==> src/rtl/counter_limit_if.sv <==
// Control and status bundle for counter_limit: the controller drives the
// count controls and limit, the counter returns its count and flags.
interface counter_limit_if #(
   parameter int WIDTH = 5
);
   logic             clear;
   logic             load;
   logic [WIDTH-1:0] load_value;
   logic             increment;
   logic             decrement;
   logic [WIDTH-1:0] limit;
   logic [WIDTH-1:0] count;
   logic             at_zero;
   logic             at_limit;
   logic             wrapped;
   logic             overflow;

   modport master (
      output clear, load, load_value, increment, decrement, limit,
      input  count, at_zero, at_limit, wrapped, overflow
   );

   modport slave (
      input  clear, load, load_value, increment, decrement, limit,
      output count, at_zero, at_limit, wrapped, overflow
   );
endinterface

==> src/rtl/counter_limit.sv <==
// Up/down counter bounded by a runtime limit, with load, wrap-or-saturate
// behaviour at both boundaries, a one-cycle wrap pulse and a sticky overflow flag.
module counter_limit #(
   parameter int WIDTH    = 5,
   parameter bit SATURATE = 1'b0
) (
   input logic             clk,
   input logic             reset,
   counter_limit_if.slave  bus
);
   localparam logic [WIDTH-1:0] ONE = WIDTH'(1);

   logic [WIDTH-1:0] count_q;
   logic [WIDTH-1:0] count_d;
   logic             wrapped_q;
   logic             wrapped_d;
   logic             overflow_q;

   // NOTE: every signal gets its hold value first so no path through the
   // if/else chain can leave it unassigned and infer a latch.
   always_comb begin
      count_d   = count_q;
      wrapped_d = 1'b0;
      if (bus.load) begin
         count_d = (bus.load_value > bus.limit) ? bus.limit : bus.load_value;
      end else if (bus.increment && bus.decrement) begin
         count_d = count_q;
      end else if (bus.increment) begin
         // Also the path taken when the limit was lowered below the count.
         if (count_q < bus.limit) begin
            count_d = count_q + ONE;
         end else begin
            count_d   = SATURATE ? bus.limit : '0;
            wrapped_d = 1'b1;
         end
      end else if (bus.decrement) begin
         if (count_q != '0) begin
            count_d = count_q - ONE;
         end else begin
            count_d   = SATURATE ? '0 : bus.limit;
            wrapped_d = 1'b1;
         end
      end
   end

   // NOTE: state registers use non-blocking assignments so every register
   // samples the pre-edge values of the others.
   always_ff @(posedge clk) begin
      if (reset || bus.clear) begin
         count_q    <= '0;
         wrapped_q  <= 1'b0;
         overflow_q <= 1'b0;
      end else begin
         count_q    <= count_d;
         wrapped_q  <= wrapped_d;
         overflow_q <= overflow_q | wrapped_d;
      end
   end

   assign bus.count    = count_q;
   assign bus.wrapped  = wrapped_q;
   assign bus.overflow = overflow_q;
   assign bus.at_zero  = (count_q == '0);
   assign bus.at_limit = (count_q >= bus.limit);
endmodule

==> src/flat_wrapper.sv <==
// flat-port wrapper written by rule: the top's interface ports become plain ports
module counter_limit_flat 
#(
   parameter int WIDTH    = 5,
   parameter bit SATURATE = 1'b0
)
  (clk, reset, bus_clear, bus_load, bus_load_value, bus_increment, bus_decrement, bus_limit, bus_count, bus_at_zero, bus_at_limit, bus_wrapped, bus_overflow);
  counter_limit_if #(.WIDTH(WIDTH)) bus_i ();
  input logic clk;
  input logic reset;
  input wire logic [$bits(bus_i.clear)-1:0] bus_clear;
  input wire logic [$bits(bus_i.load)-1:0] bus_load;
  input wire logic [$bits(bus_i.load_value)-1:0] bus_load_value;
  input wire logic [$bits(bus_i.increment)-1:0] bus_increment;
  input wire logic [$bits(bus_i.decrement)-1:0] bus_decrement;
  input wire logic [$bits(bus_i.limit)-1:0] bus_limit;
  output wire logic [$bits(bus_i.count)-1:0] bus_count;
  output wire logic [$bits(bus_i.at_zero)-1:0] bus_at_zero;
  output wire logic [$bits(bus_i.at_limit)-1:0] bus_at_limit;
  output wire logic [$bits(bus_i.wrapped)-1:0] bus_wrapped;
  output wire logic [$bits(bus_i.overflow)-1:0] bus_overflow;
  assign bus_i.clear = bus_clear;
  assign bus_i.load = bus_load;
  assign bus_i.load_value = bus_load_value;
  assign bus_i.increment = bus_increment;
  assign bus_i.decrement = bus_decrement;
  assign bus_i.limit = bus_limit;
  assign bus_count = bus_i.count;
  assign bus_at_zero = bus_i.at_zero;
  assign bus_at_limit = bus_i.at_limit;
  assign bus_wrapped = bus_i.wrapped;
  assign bus_overflow = bus_i.overflow;
  counter_limit #(.WIDTH(WIDTH), .SATURATE(SATURATE)) u_core (.clk(clk), .reset(reset), .bus(bus_i));
endmodule
==> config.mk <==
export PLATFORM = sky130hd
export DESIGN_NAME = counter_limit_flat
export DESIGN_NICKNAME = d
export VERILOG_FILES = /design/src/rtl/counter_limit_if.sv /design/src/rtl/counter_limit.sv /design/src/flat_wrapper.sv
export SDC_FILE = /design/constraint.sdc
export NUM_CORES = 1
export LEC_CHECK = 0
export BUFFER_PORTS_ARGS = -buffer_cell sky130_fd_sc_hd__buf_4
export CAP_MARGIN = 10
export CORE_MARGIN = 2
export CORE_UTILIZATION = 56
export CTS_BUF_LIST = sky130_fd_sc_hd__clkbuf_8
export DETAILED_ROUTE_END_ITERATION = 10
export PLACE_DENSITY = 0.87
export SLEW_MARGIN = 20
export SYNTH_ARGS = -nofsm -noshare
export SYNTH_HDL_FRONTEND = slang
export SYNTH_SLANG_ARGS = --single-unit
==> constraint.sdc <==
create_clock -name clk -period 2.9 [get_ports clk]
set_input_delay 0.58 -clock clk [delete_from_list [all_inputs] [get_ports clk]]
set_output_delay 0.58 -clock clk [all_outputs]
set_load 0.05 [all_outputs]
-- After elaboration in Yosys (flattened, before gate mapping)
Index checks and enable logic that the tools add are counted.
- register bits: 7
- output and inout port bits: 9
- bits of input ports: 16
- reductions and logical operators: 6
- eq/ne operators: 1
- bitwise gates (word level): 1
- multiplexer cells: 13
- add/subtract/negate cells: 2
- $lt $le $gt $ge: 3
- operators with widths (kind ; count):
    5-bit two-way mux ; 7
    1-bit two-way mux ; 6
    5-bit by 1-bit adder with 5-bit output, second input constant ; 1
    5-bit greater-or-equal comparator ; 1
    5-bit > comparator ; 1
    5-bit zero test ; 1
    5-bit less-than comparator ; 1
    5-bit nonzero test ; 1
    5-bit by 1-bit subtractor with 5-bit output, second input constant ; 1
    3-bit nonzero test ; 1
    2-bit != test, second input constant ; 1
    2-bit AND reduction ; 1
    1-bit logical AND ; 1
    1-bit logical OR ; 1
    1-bit bitwise OR ; 1

-- Depth between registers and ports, before layout
Gate-level depths: netlist of the first run.
- word-level depth: 7
- gate-level depth with buffers: 8
- mapped depth without buffers: 8

-- Least setup slack after synthesis of the first run
No wires, ideal clock.
- path type: register -> output
- start point: register u_core.count_q[0], in the netlist u_core.bus.count[0]
- end point: output bus_at_limit
- buffers on the path: 0
- arrival time: 1912 ps
- data required time: 2320 ps
- setup slack: 408 ps
- stages on the path, launching flop included: 5
- path through: dfxtp_1 -> inv_1 -> ha_1 -> nor2b_1 -> o21bai_1
- word-level cells in the longest chain between the ends: 1
- ends and longest elaborated chain (what ; line ; source):
    start: declaration ; counter_limit.sv:13 ; logic [WIDTH-1:0] count_q;
    start signal: assignment ; counter_limit.sv:54 ; count_q <= count_d;
    5-bit greater-or-equal comparator ; counter_limit.sv:64 ; assign bus.at_limit = (count_q >= bus.limit);
    end: declaration ; flat_wrapper.sv:19 ; output wire logic [$bits(bus_i.at_limit)-1:0] bus_at_limit;
No other way between the ends.

-- Worst setup path in the final report of the first run
- start point: register u_core.count_q[0], in the netlist u_core.bus.count[0]
- end point: output bus_at_zero
- word-level cells in the longest chain between the ends: 1
- ends and longest elaborated chain (what ; line ; source):
    5-bit zero test ; counter_limit.sv:63 ; assign bus.at_zero = (count_q == '0);
    end: declaration ; flat_wrapper.sv:18 ; output wire logic [$bits(bus_i.at_zero)-1:0] bus_at_zero;
No other way between the ends.

==> results of run 1 <==
-- registers in the layout, indices dropped and copies added (netlist names) --
| name | count |
|---|---|
| u_core.bus.wrapped | 1 |
| u_core.bus.overflow | 1 |
| u_core.bus.count | 5 |
-- Yosys cell counts --
cell type / count / area [µm²]
nand3_1: 3 / 15.0
nor4_1: 1 / 6.26
or2_2: 1 / 6.26
a21oi_1: 7 / 35.0
o21ai_0: 8 / 40.0
buf_6: 1 / 11.3
xor2_1: 3 / 26.3
nor2b_1: 4 / 25.0
nor3_1: 4 / 20.0
o31ai_1: 1 / 7.51
o22a_1: 1 / 8.76
or4b_4: 1 / 13.8
a31o_2: 1 / 8.76
o22ai_2: 1 / 12.5
xnor2_1: 3 / 26.3
o21a_1: 1 / 7.51
o211ai_1: 1 / 7.51
nor3b_1: 1 / 7.51
inv_1: 10 / 37.5
mux2i_1: 5 / 50.1
a31oi_1: 1 / 6.26
ha_1: 12 / 150
a2111oi_0: 1 / 8.76
nor2_1: 9 / 33.8
nand4_1: 2 / 12.5
dfxtp_1: 7 / 140
nand2_1: 5 / 18.8
a211oi_1: 4 / 30.0
o22ai_1: 2 / 12.5
o21bai_1: 1 / 7.51
-- cell type report --
class / instances / share of cell area (%)
inverter: 10 / 3.63
multi-input combinational: 84 / 58.5
clock inverter: 1 / 0.363
timing repair buffer: 25 / 18.2
clock buffer: 3 / 4.00
sequential: 7 / 13.6
tap: 15 / 1.82
-- worst paths after layout --
| path | from | end | slack [ns] |
|---|---|---|---|
| max | u_core.bus.count[0] | bus_at_zero | 0.51 |
| min | u_core.bus.overflow | u_core.bus.overflow | 0.47 |
| max reg2reg | u_core.bus.count[0] | u_core.bus.count[3] | 0.98 |
| min reg2reg | u_core.bus.overflow | u_core.bus.overflow | 0.47 |
-- layer usage --
layer / up-vias / wire, µm / track usage [%] / part of all wire (%)
met2: 37 / 1050 / 41.6 / 48
met4: 0 / 58 / 11.0 / 2.7
met1: 422 / 930 / 34.2 / 43
met3: 6 / 131 / 3.91 / 6.0
met5: - / 0 / 0 / 0
li1: 433 / - / - / -
-- per-stage QoR --
step | util [%] | hold WS (ns) | worst slack, ns | instance area, µm²
2_1_floorplan | - | 0.673 | 0.408 | 793
3_3_place_gp | 75.0 | 0.458 | 0.671 | 988
3_5_place_dp | 75.0 | 0.459 | 0.616 | 988
4_1_cts | 78.4 | 0.470 | 0.542 | 1030
5_1_grt | 78.4 | 0.498 | 0.458 | 1030
6_report | 78.4 | 0.467 | 0.513 | 1030
-- cell families (layout without fill, tap and decap cells) --
logic type      after synthesis  count (layout)  synth area share, %
simple gates                 31              31                 20.0
compound gates               30              30                 24.3
fa+ha+maj                    12              12                 18.9
buf+inv                      11              39                 6.15
flops                         7               7                 17.7
xor+xnor                      6               6                 6.63
mux                           5               5                 6.31
-- power breakdown --
group / leakage (nW) / internal [mW] / total [mW] / switching [mW]
combinational: 0.427 / 0.0772 / 0.190 / 0.113
sequential: 0.0572 / 0.102 / 0.115 / 0.0121
clock: 0.0269 / 0.0912 / 0.131 / 0.0393
==> reports/metrics.csv, run 1 <==
metric,value,unit
start_util,60.2,%
status,finished clean,
dieArea,1730,µm²
period_share,82.3,%
drtIter0Drc,33,
synth_cell_types,30,
drv_cap,0,
fill_cells,96,
leakagePower,0.511,nW
dp.cells,141,
path_depth,5,
cpPeakStageDelay,0.51,ns
ys_seq_area_share,17.7,%
path_class,reg2out,
rr_worst_depth,8,
portBuffers,24,
vias,898,
grt_pass1_vias,847,
finish.net_count,159,
power_density,421,nW/µm²
numCtsBuffers,3,
drc,0,
relSlewSlack,71.1,%
grt-ovfl-total,0,
fin_crit,2.39,ns
cp.arrival,1.81,ns
cts_tree,done,
syn_nets,130,
drt-wirelength-per-cell,15.0,µm
final_common_cell,buf_4,
gr-usage-all-layers,25.9,%
start_kind,flip-flop,
final_cell_mix,"25 x buf_4, 12 x ha_1, 11 x inv_1",
hp-class,reg2reg,
setup_viol,0,
dp.final_hpwl,1720,µm
hold_depth,1,
multiInputGateArea,604,µm²
synthToLayoutAreaGrowth,30.3,%
worstSkewPairLatency,0.22,ns
place.gp.congestion,0.898,
antenna_cells,0,
cp_top_family,simple AND/OR/NAND/NOR gates,
yosysWarnings,0,
synth_seq_cells,7,
cp_cell_sequence,inv_1 -> ha_1 -> or4b_4 -> inv_1 -> buf_4,
endpoint_kind,output port,
grt_antenna_before_repair,0,
rsz0062_at_grt,false,
synth.avg_cell_area,7.78,µm²
routed_wl,2170,µm
grt_max_degree,11,
slowest_stage,or4b_4,
die-width,41.6,µm
crit_fanout,6,
seqCellArea,140,µm²
rows,13,
synth_cells,102,
final.setup.tns,0,ns
holdBufCountCts,0,
final_max_slew_viol_count,0,
htreeDepth,1,
drt_pass1_iterations,4,
grt_pass1_wl,3570,µm
path_buf_inv,3,
hold_viol_final,0,
clock_skew,0.00131,ns
cts.sinks,7,
cts_buffer_depth,2,
ctsRootBufferMaster,clkbuf_8,
syn_area,793,µm²
timing.fmax,419,MHz
via_per_inst,6.19,
power,436,µW
peakVddDrop,0.421,mV
drtAntennaViolNets,0,
crit_path_frequent_cell,inv_1,
clk_pin_slew_worst_paths,0.04,ns
drive_gt1_share,24.6,%
fin_cells,145,
postCtsSetupRepairBufs,0,
die_y,41.6,µm
core,1320,µm²
worstPathRequired,2.32,ns
cts_resized,0,
io_pins,25,
worst_pin_slew,0.432,ns
(Power assumes the default switching activity.)
==> run 2, diff against run 1 <==
CORE_UTILIZATION = 52   (was 56)
PLACE_DENSITY = 0.81   (was 0.87)
clock period = 2.4 ns   (was 2.9 ns; I/O delays follow)
==> run 2 against run 1 <==
Cell count increased by 1.4%; via count is 2.2% lower; clock skew up 0.0017 ns; routed wire length shrank 2.4%; count of clock-buffer cells in the layout unchanged; sequential cell count unchanged; largest cell class unchanged.
==> reports/metrics.csv, run 2 (same netlist as run 1, synthesis figures left out) <==
metric,value,unit
status,finished clean,
drtAntennaViolNets,0,
period_share,94.5,%
io_pins,25,
worstPathRequired,1.92,ns
crit_path_frequent_cell,inv_1,
worstHoldStart,u_core.bus.overflow,
cp.arrival,1.79,ns
setup_viol,0,
relSlewSlack,67.7,%
cpPeakStageDelay,0.51,ns
ctsRootBufferMaster,clkbuf_8,
antenna_cells,0,
dieArea,1850,µm²
r2r-start,u_core.bus.count[2],
worstHoldEndpoint,u_core.bus.overflow,
start_kind,flip-flop,
routed_wl,2120,µm
slowest_stage,or4b_4,
drtIter0Drc,23,
drc,0,
vias,878,
drv_cap,0,
grt_pass1_wl,3550,µm
largest_reg_flops,5,
hp-class,reg2reg,
final.setup.tns,0,ns
postCtsSetupRepairBufs,0,
rows,14,
portBuffers,24,
drive_gt1_share,25.2,%
final_max_slew_viol_count,0,
power_density,510,nW/µm²
endpoint_kind,output port,
worst_pin_slew,0.483,ns
clk_pin_slew_worst_paths,0.04,ns
fill_cells,123,
seqCellArea,140,µm²
peakVddDrop,0.474,mV
final_cell_mix,"26 x buf_4, 12 x ha_1, 11 x inv_1",
holdBufCountCts,0,
cts_buffer_depth,2,
grt-ovfl-total,0,
gr-usage-all-layers,25.0,%
via_per_inst,5.97,
finish.net_count,160,
grt_pass1_vias,840,
cts_tree,done,
rsz0062_at_grt,false,
hold_viol_final,0,
grt_antenna_before_repair,0,
drt_pass1_iterations,4,
worstSkewPairLatency,0.23,ns
cts_resized,0,
place.gp.congestion,0.891,
place_area,997,µm²
die-width,43.1,µm
clock_skew,0.00303,ns
rrSetupSlack,0.47,ns
leakagePower,0.517,nW
r2r_end,u_core.bus.count[4],
cp_cell_sequence,inv_1 -> ha_1 -> or4b_4 -> inv_1 -> buf_4,
crit_fanout,6,
timing.fmax,441,MHz
final_common_cell,buf_4,
dp.final_hpwl,1680,µm
stdcell_area,1040,µm²
die_y,43.1,µm
drt-wirelength-per-cell,14.4,µm
htreeDepth,1,
fin_crit,2.27,ns
start_util,53.9,%
path_class,reg2out,
rr_worst_depth,6,
synthToLayoutAreaGrowth,31.4,%
hold_depth,1,
numCtsBuffers,3,
cts.sinks,7,
grt_max_degree,11,
core,1470,µm²
multiInputGateArea,604,µm²
-- run 2: cell count changes in the layout (fill, tap and decap cells not counted), sizes merged --
cell,change
buf,+1
-- run 2: how the worst max path moves through the flow --
stage	endpoint	start	slack [ns]
finish	bus_at_zero	u_core.bus.count[0]	0.13
global route	bus_at_zero	u_core.bus.count[0]	0.08
CTS	bus_at_zero	u_core.bus.count[0]	0.15
detailed placement	u_core.bus.count[4]	bus_limit[4]	0.26
global placement	bus_at_limit	bus_limit[4]	0.37
floorplan	bus_at_limit	u_core.bus.count[0]	0.008
-- run 2: stage by stage --
step / setup slack [ns] / total power [mW] / hold WS [ns] / util, % / instances
2_1_floorplan: 0.00844 / 0.293 / 0.573 / - / 102
6_report: 0.132 / 0.532 / 0.469 / 70.8 / 147
5_1_grt: 0.0776 / 0.565 / 0.498 / 70.8 / 147
3_5_place_dp: 0.263 / 0.367 / 0.458 / 67.8 / 143
4_1_cts: 0.151 / 0.532 / 0.471 / 70.8 / 147
3_3_place_gp: 0.367 / 0.364 / 0.456 / 67.8 / 143
-- run 2: cell type report --
class	count	share of cell area, %
inverters	10	3.60
clock inverters	1	0.360
repair buffers	26	18.7
multi-input cells	84	58.0
flip-flops and latches	7	13.4
clock buffers	3	3.96
well taps	16	1.92
-- run 2: metal layers --
layer,vias to the layer above,global-route usage [%],wire length [µm]
met5,-,0,0
met4,0,4.24,0
met3,0,7.23,173
met2,46,42.1,1030
met1,399,32.1,918
li1,433,-,-
-- run 2: critical path: cells and delay by family (launching register included) --
| kind | cells | cell delay, ns |
|---|---|---|
| fa+ha+maj | 1 | 0.19 |
| flops | 1 | 0.36 |
| simple gates | 1 | 0.51 |
| buf+inv | 3 | 0.49 |
-- run 2: report_power, final --
part / internal, mW / switching (mW) / total (mW)
combinational: 0.0945 / 0.139 / 0.233
sequential: 0.124 / 0.0121 / 0.136
clock: 0.111 / 0.0520 / 0.163
total: 0.329 / 0.203 / 0.532
==> run 3, diff against run 2 <==
clock period = 2.5 ns   (was 2.4 ns; I/O delays follow)
==> run 3 against run 2 <==
Worst setup slack gained 0.086 ns; utilization fell by 0.43 points; clock skew barely moved; cell count down 0.68%; register-to-register slack got worse by 0.05 ns; largest power group unchanged; total power is 3.2% lower; combinational power down 6%; clock power about the same; critical path depth unchanged.
==> reports/metrics.csv, run 3 (same netlist as run 1, synthesis figures left out) <==
metric,value,unit
status,finished clean,
synthToLayoutAreaGrowth,30.6,%
dieArea,1850,µm²
hp-class,reg2reg,
place.gp.congestion,0.863,
drtIter0Drc,35,
power_density,497,nW/µm²
rows,14,
io_pins,25,
final.setup.tns,0,ns
dp.cells,142,
path_class,reg2out,
leakagePower,0.510,nW
cts_resized,0,
grt_antenna_before_repair,0,
worstSkewPairLatency,0.23,ns
portBuffers,24,
die_y,43.1,µm
ctsRootBufferMaster,clkbuf_8,
drive_gt1_share,25.4,%
peakVddDrop,0.450,mV
relSlewSlack,67.5,%
postCtsSetupRepairBufs,0,
grt_pass1_wl,3660,µm
drc,0,
post-place-ws,0.342,ns
holdBufCountCts,0,
cp.arrival,1.78,ns
htreeDepth,1,
crit_fanout,6,
cts_tree,done,
final_cell_mix,"25 x buf_4, 12 x ha_1, 10 x inv_1",
rr_worst_depth,6,
rsz0062_at_grt,false,
via_per_inst,5.97,
hold_depth,1,
gr-usage-all-layers,25.6,%
grt_max_degree,11,
endpoint_kind,output port,
final_common_cell,buf_4,
hold_viol_final,0,
dp.final_hpwl,1670,µm
fin_crit,2.28,ns
final_max_slew_viol_count,0,
core,1470,µm²
numCtsBuffers,3,
start_kind,flip-flop,
grt-ovfl-total,0,
antenna_cells,0,
timing.fmax,438,MHz
worstPathRequired,2.00,ns
period_share,91.3,%
clk_pin_slew_worst_paths,0.04,ns
drt_pass1_iterations,4,
fin_ws,0.217,ns
setup_viol,0,
drt-wirelength-per-cell,14.6,µm
drv_cap,0,
routed_wl,2140,µm
clock_skew,0.00319,ns
worst_pin_slew,0.486,ns
finish.net_count,159,
die-width,43.1,µm
holdWs,0.475,ns
postLayoutCoreUtil,70.4,%
grt_pass1_vias,854,
cts_buffer_depth,2,
drtAntennaViolNets,0,
vias,871,
start_util,53.9,%
largest_reg_flops,5,
fin_cells,146,
cts.sinks,7,
-- run 3: worst paths after layout --
kind / start / to / slack (ns)
setup / recovery: u_core.bus.count[0] / bus_at_zero / 0.22
hold / removal: u_core.bus.overflow / u_core.bus.overflow / 0.47
setup reg to reg: u_core.bus.count[2] / u_core.bus.count[4] / 0.42
hold reg to reg: u_core.bus.overflow / u_core.bus.overflow / 0.47
-- run 3: layer usage --
layer  track usage [%]  up-vias  wire (µm)
met5                 0        -          0
met4              7.88        0          0
met3              3.40        0        107
met2              42.7       31       1080
met1              34.0      413        947
li1                  -      427          -
-- run 3: final cells by class --
class / count / area (µm²)
clock buffer: 3 / 41.3
clock inverter: 1 / 5.00
fill: 127 / 435
inverter: 10 / 37.5
multi-input combinational: 84 / 604
sequential: 7 / 140
tap: 16 / 20.0
timing repair buffer: 25 / 188
-- run 3: critical path, stage by stage (launching register included) --
cell     delay, ns
dfxtp_1       0.36
inv_1         0.12
ha_1          0.20
or4b_4        0.51
inv_1         0.15
buf_4         0.22
-- run 3: power breakdown --
group / switching (mW) / internal (mW)
logic: 0.131 / 0.0893
registers: 0.0140 / 0.119
clock network: 0.0533 / 0.108
-- run 3: through the flow --
step	power, mW	area [µm²]
floorplan	0.281	793
global placement	0.347	990
detailed placement	0.351	990
CTS	0.513	1040
global route	0.546	1040
finish	0.515	1040
